$ cat config.mk
export PLATFORM = sky130hd
export DESIGN_NAME = alu_mult_seq
export DESIGN_NICKNAME = d
export VERILOG_FILES = /design/src/rtl/alu_mult_seq_pkg.sv /design/src/rtl/fulladder.sv /design/src/rtl/rca_adder.sv /design/src/rtl/alu_mult_seq.sv
export SDC_FILE = /design/constraint.sdc
export NUM_CORES = 1
export LEC_CHECK = 0
export ABC_AREA = 1
export BUFFER_PORTS_ARGS = -buffer_cell sky130_fd_sc_hd__buf_4
export CAP_MARGIN = 30
export CORE_MARGIN = 2
export CORE_UTILIZATION = 55
export DETAILED_ROUTE_END_ITERATION = 16
export PLACE_DENSITY = 0.73
export SYNTH_ARGS = -nofsm -noshare
export SYNTH_HDL_FRONTEND = slang
export SYNTH_HIERARCHICAL = 1
export SYNTH_SLANG_ARGS = --single-unit
$ cat constraint.sdc
create_clock -name clk -period 14.98 [get_ports clk]
set_clock_uncertainty 0.15 [all_clocks]
set_input_delay 1.498 -clock clk [delete_from_list [all_inputs] [get_ports clk]]
set_output_delay 1.498 -clock clk [all_outputs]
set_load 0.02 [all_outputs]
$ cat src/rtl/alu_mult_seq_pkg.sv
// Shared definitions for the sequential shift-add multiplier.
//   ALU_WIDTH : default datapath width of the RISC ALU
//   mult_state_e : multiplier sequencer states (encodings fixed for debug visibility)
package alu_mult_seq_pkg;

    localparam int unsigned ALU_WIDTH = 32;

    typedef enum logic [1:0] {
        ST_IDLE = 2'd0,
        ST_RUN  = 2'd1,
        ST_FIX  = 2'd2,
        ST_DONE = 2'd3
    } mult_state_e;

endpackage

$ cat src/rtl/fulladder.sv
// Single-bit full adder cell.
//   a, b, cin : addend bits and carry-in
//   sum, cout : sum bit and carry-out
module fulladder (
    input  logic a,
    input  logic b,
    input  logic cin,
    output logic sum,
    output logic cout
);

    assign sum  = a ^ b ^ cin;
    assign cout = (a & b) | (cin & (a ^ b));

endmodule

$ cat src/rtl/rca_adder.sv
// WIDTH-bit ripple-carry adder built from a chain of fulladder cells.
//   a, b : addends (WIDTH bits)
//   cin  : carry into bit 0
//   sum  : WIDTH-bit sum
//   cout : carry out of the top bit
module rca_adder #(
    parameter int unsigned WIDTH = 32
) (
    input  logic [WIDTH-1:0] a,
    input  logic [WIDTH-1:0] b,
    input  logic             cin,
    output logic [WIDTH-1:0] sum,
    output logic             cout
);

    logic [WIDTH:0] carry;

    assign carry[0] = cin;

    for (genvar i = 0; i < WIDTH; i++) begin : g_bit
        fulladder u_fa (
            .a    (a[i]),
            .b    (b[i]),
            .cin  (carry[i]),
            .sum  (sum[i]),
            .cout (carry[i+1])
        );
    end

    assign cout = carry[WIDTH];

endmodule

$ cat src/rtl/alu_mult_seq.sv
// Multi-cycle shift-add multiplier: one partial product per clock through a
// WIDTH-bit ripple-carry adder, sign fix-up applied once at the end.
//   clk, rst  : clock and asynchronous active-high reset
//   start     : operation request, accepted in IDLE or DONE
//   is_signed : 1 = two's-complement operands (sampled with start)
//   a, b      : multiplicand / multiplier (sampled with start)
//   busy      : high while RUN or FIX
//   done      : one-cycle pulse, product valid
//   product   : 2*WIDTH-bit result, held until the next result is ready
// CNT_W must satisfy 2^CNT_W > WIDTH so the counter can hold WIDTH.
module alu_mult_seq
    import alu_mult_seq_pkg::*;
#(
    parameter int unsigned WIDTH = ALU_WIDTH,
    parameter int unsigned CNT_W = 6
) (
    input  logic               clk,
    input  logic               rst,
    input  logic               start,
    input  logic               is_signed,
    input  logic [WIDTH-1:0]   a,
    input  logic [WIDTH-1:0]   b,
    output logic               busy,
    output logic               done,
    output logic [2*WIDTH-1:0] product
);

    localparam int unsigned PW = 2 * WIDTH;

    mult_state_e      state_q,   state_d;
    logic [CNT_W-1:0] cnt_q,     cnt_d;
    logic [WIDTH-1:0] mcand_q,   mcand_d;
    logic [WIDTH-1:0] mplier_q,  mplier_d;
    logic [WIDTH-1:0] acc_hi_q,  acc_hi_d;
    logic             neg_q,     neg_d;
    logic [PW-1:0]    product_q, product_d;
    logic             busy_q,    busy_d;
    logic             done_q,    done_d;

    logic [WIDTH-1:0] add_sum;
    logic             add_cout;
    logic [WIDTH-1:0] a_mag;
    logic [WIDTH-1:0] b_mag;
    logic [WIDTH:0]   step_hi;
    logic [PW-1:0]    acc_full;

    // Partial-product adder: acc_hi + mcand, carry kept as bit WIDTH
    rca_adder #(
        .WIDTH (WIDTH)
    ) u_rca (
        .a    (acc_hi_q),
        .b    (mcand_q),
        .cin  (1'b0),
        .sum  (add_sum),
        .cout (add_cout)
    );

    // Operand magnitudes; -2^(W-1) maps to 2^(W-1), which still fits unsigned
    always_comb begin
        a_mag = a;
        b_mag = b;
        if (is_signed && a[WIDTH-1]) a_mag = WIDTH'(~a + WIDTH'(1));
        if (is_signed && b[WIDTH-1]) b_mag = WIDTH'(~b + WIDTH'(1));
    end

    // Conditional add for the current multiplier LSB, before the right shift
    always_comb begin
        step_hi  = mplier_q[0] ? {add_cout, add_sum} : {1'b0, acc_hi_q};
        acc_full = {acc_hi_q, mplier_q};
    end

    // State and datapath registers
    always_ff @(posedge clk or posedge rst) begin
        if (rst) begin
            state_q   <= ST_IDLE;
            cnt_q     <= '0;
            mcand_q   <= '0;
            mplier_q  <= '0;
            acc_hi_q  <= '0;
            neg_q     <= 1'b0;
            product_q <= '0;
            busy_q    <= 1'b0;
            done_q    <= 1'b0;
        end else begin
            state_q   <= state_d;
            cnt_q     <= cnt_d;
            mcand_q   <= mcand_d;
            mplier_q  <= mplier_d;
            acc_hi_q  <= acc_hi_d;
            neg_q     <= neg_d;
            product_q <= product_d;
            busy_q    <= busy_d;
            done_q    <= done_d;
        end
    end

    // Next-state and datapath control
    always_comb begin
        state_d   = state_q;
        cnt_d     = cnt_q;
        mcand_d   = mcand_q;
        mplier_d  = mplier_q;
        acc_hi_d  = acc_hi_q;
        neg_d     = neg_q;
        product_d = product_q;

        unique case (state_q)
            ST_IDLE, ST_DONE: begin
                if (state_q == ST_DONE) state_d = ST_IDLE;
                if (start) begin
                    mcand_d  = a_mag;
                    mplier_d = b_mag;
                    neg_d    = is_signed & (a[WIDTH-1] ^ b[WIDTH-1]);
                    acc_hi_d = '0;
                    cnt_d    = CNT_W'(WIDTH);
                    state_d  = ST_RUN;
                end
            end
            ST_RUN: begin
                // Shift {carry, acc_hi, multiplier} right by one
                acc_hi_d = step_hi[WIDTH:1];
                mplier_d = {step_hi[0], mplier_q[WIDTH-1:1]};
                cnt_d    = cnt_q - CNT_W'(1);
                if (cnt_q == CNT_W'(1)) state_d = ST_FIX;
            end
            ST_FIX: begin
                product_d = neg_q ? PW'(~acc_full + PW'(1)) : acc_full;
                state_d   = ST_DONE;
            end
            default: state_d = ST_IDLE;
        endcase

        busy_d = (state_d == ST_RUN) || (state_d == ST_FIX);
        done_d = (state_d == ST_DONE);
    end

    assign busy    = busy_q;
    assign done    = done_q;
    assign product = product_q;

endmodule

==> metrics.md <==
| Metric | Value |
|---|---|
| Total wire length | 35000 um |
| Clock tree from TritonCTS | yes |
| Tot GR Track Use | about a third |
| Worst Path Arrival | around 14 ns |
| Seq/Total Area, Yosys | between 30% and 40% |
| Max-Slew Margin vs Limit | a little over two fifths |
| VDD IR max | ~0.10 mV |
| Routed vias/inst | ~5.6 |
| Clock Latency Late Sink | ~0.43 ns |
| Post-CTS Setup Bufs | 0 |
| Pre-antenna DRT Iters | 6 |
| Type of origin of the critical path | flip-flop |
| Status | finished clean |
| Syn nets | approximately 1.8k |
| Pwr dens | 204 nW/um2 |
| Global route overflow | 0 |
| TNS Setup | 0 ns |
| Fmax | about 72 MHz |
| Clock transition at path regs | approximately 0.07 ns |
| Clock root cell | clkbuf_16 |
| # IOs | between 100 and 150 |
| Placeable Area | between 20000 and 25000 um2 |
| Post-synth cell types | 38 |
| Hold Vio Cnt, Final | 0 |
| Slowest cell delay on critical path | around 0.46 ns |
| CP endpoint kind | flip-flop |
| Starting Density | roughly 56% |
| R2r endpoint | acc_hi_q[30]$_DFFE_PP0P_ |
| First-pass GRT wire length | 55800 um |
| Number of max-slew violations in the final report | 0 |
| Area Growth Syn to Fin | 14.6% |
| Period utilization | about 92% |
| Post-CTS sizing | 0 |
| Non-filler instance count after layout | slightly above 2k |
| Largest net degree at the start of global routing | 71 |
| 1st-iter DRT viols | about 1.2k |
| Height of the chip | about 150 um |
| FF-to-FF setup slack | 1.18 ns |
| Avg Inst Size Synth | slightly below 7 um2 |
| Ratio of cells with drive above 1 in the final layout | between 10% and 20% |
| CTS Buf Count | 17 |
| CP Data Required Time | 15.11 ns |
| Initial antenna violation count | 0 |
| RD Place Congestion | 0.959 |
| Endpoints failing setup | 0 |
| Final net count | between 1.5k and 2k |
| Detailed placer's ending HPWL | between 20000 and 30000 um |
| Hold Crit Class | flip-flop to flip-flop |
| MaxCap Viol Count | 0 |
| Simple-Gate Fraction of Synth Area | about a third |
| Reg2Reg Depth | 34 |
| Crit-path slowest cell | dfrtp_1 |
| CTS Hold Bufs | 0 |
| ANT cells | 0 |
| # rows | 53 |
| Cells after synthesis | 1682 |
| H-tree levels | 4 |
| Worst r2r src | acc_hi_q[0]$_DFFE_PP0P_ |
| IO buf count | roughly 130 |
| XOR/XNOR share of the synthesized area | under 10% |
| Critical path capture point | acc_hi_q[30]$_DFFE_PP0P_ |
| Fill count | 1956 |
| DR WL/cell | between 15 and 20 um |
| ANT nets after route | 0 |
| Placed insts | around 2.0k |
| Static Leak | 6.74 nW |
| Worst setup startpoint | acc_hi_q[0]$_DFFE_PP0P_ |
| Fin crit period | roughly 14 ns |
| Mux share of post-synthesis cell area | 0% |
| Vias in the first global route | roughly 10k |
| Largest family of logic cells by synthesized area | simple AND/OR/NAND/NOR gates |
| CP dominant cell by count | fa_1 |
| RSZ-0062 raised after global routing | false |
| DIE AREA | between 20000 and 25000 um2 |
| CP Max Fanout | 6 |
| Adder-Cell Fraction of Synth Area | between 6 and 7% |
| Total power | roughly 2.7 mW |
| Crit Path Class | flip-flop to flip-flop |
| Compound-Gate Fraction of Synth Area | between 10% and 20% |
| Vias | 11.5k |
| CTS Buffer Depth | 2 |
| Chip width | 149 um |
| Clk sinks | about 170 |
| Worst-margin pin slew | 0.849 ns |
| #FFs+latches synth | 171 |
| Warnings from Yosys | 6 |
| Synthesized area | approximately 12000 um2 |
| Residual DRC | 0 |
[flip-flops by register name, indices dropped and copies added (netlist names)]
signal    cells
state_q       2
mplier_q     32
product      64
neg_q         1
cnt_q         6
acc_hi_q     32
done          1
mcand_q      32
busy          1
[cells by family after synthesis]
logic type,after synthesis
compound gates,237
buf+inv,206
fa+ha+maj,41
other cells,1
xor+xnor,37
simple gates,989
flops,171
[area by class of cell]
type / instances / area (um2) / area share (%)
multi-input combinational: 1305 / 6480 / 48.7
sequential: 171 / 4280 / 32.2
timing repair buffer: 143 / 1070 / 8.07
inverter: 143 / 542 / 4.07
clock buffer: 24 / 492 / 3.70
tap: 275 / 344 / 2.59
clock inverter: 8 / 83.8 / 0.630
[worst max-delay path: cells and delay by family, from the launching register on]
kind / cells / cell delay, ns
DFF: 1 / 0.46
adders and majority gates: 32 / 12.74
AOI/OAI and AO/OA: 2 / 0.29
[synthesized netlist by cell type]
library cell / n / area, um2
nand2_4: 1 / 11.3
o21bai_1: 1 / 7.51
nor2_1: 211 / 792
conb_1: 1 / 3.75
ha_1: 9 / 113
nor2_4: 4 / 45.0
inv_1: 140 / 526
clkbuf_1: 36 / 135
and3_1: 1 / 6.26
a22oi_1: 1 / 7.51
o21ai_4: 2 / 32.5
dlymetal6s4s_1: 1 / 12.5
a31oi_1: 6 / 37.5
o211ai_1: 10 / 75.1
buf_4: 1 / 7.51
o21ai_1: 2 / 10.0
xor2_1: 33 / 289
o21ai_0: 130 / 651
fa_1: 32 / 641
nand4_1: 22 / 138
o21bai_2: 1 / 11.3
dfrtp_1: 171 / 4280
buf_6: 5 / 56.3
o21ai_2: 2 / 17.5
nand3_1: 168 / 841
nor3_1: 6 / 30.0
o22ai_1: 32 / 200
xnor2_1: 4 / 35.0
o31ai_1: 1 / 7.51
inv_2: 3 / 11.3
nor2_2: 11 / 68.8
a21oi_1: 48 / 240
nand2_1: 551 / 2070
nand2_2: 9 / 56.3
nand3b_1: 5 / 37.5
a21o_1: 1 / 7.51
buf_1: 5 / 18.8
buf_2: 15 / 75.1
[placed cells by master (no fill, tap or decap), drive strengths merged]
master and count:
clkinv 2, o21bai 2, nand2 561, bufinv 1
nand3b 5, clkinvlp 3, a31oi 6, and3 1
o21ai 136, clkbuf 24, dfrtp 171, conb 1
ha 9, nand4 22, xnor2 4, o31ai 1
fa 32, o211ai 10, a21oi 48, a21o 1
a22oi 1, nor2 226, buf 143, o22ai 32
xor2 33, nand3 168, inv 145, nor3 6
[through the flow]
step / utilization [%] / hold WS [ns] / setup WS, ns / area (um2)
2_1_floorplan: - / 0.323 / 1.80 / 11600
3_3_place_gp: 60.9 / 0.315 / 1.40 / 12700
3_5_place_dp: 60.9 / 0.318 / 1.31 / 12700
4_1_cts: 63.7 / 0.335 / 1.24 / 13300
5_1_grt: 63.7 / 0.347 / 0.759 / 13300
6_report: 63.7 / 0.330 / 1.18 / 13300
[power by group]
group	leakage (nW)	total, mW	internal, mW	switching [mW]
combinational	4.27	1.41	0.492	0.920
clock	0.273	0.434	0.248	0.186
sequential	2.19	0.870	0.658	0.212
[metal layers]
layer	global-route usage, %	wire length, um
met1	51.4	16600
met3	5.75	3110
met4	8.14	650
met5	0	0
met2	45.6	14700
[worst min path at each step]
stage,start,endpoint,cells past startpoint
2_1_floorplan,cnt_q[5]$_DFFE_PP0P_,cnt_q[5]$_DFFE_PP0P_,2
3_3_place_gp,product[30]$_DFFE_PP0N_,product[30]$_DFFE_PP0N_,2
3_5_place_dp,product[38]$_DFFE_PP0N_,product[38]$_DFFE_PP0N_,2
4_1_cts,product[38]$_DFFE_PP0N_,product[38]$_DFFE_PP0N_,2
5_1_grt,product[39]$_DFFE_PP0N_,product[39]$_DFFE_PP0N_,2
6_report,product[30]$_DFFE_PP0N_,product[30]$_DFFE_PP0N_,2
(Power assumes the default switching activity.)
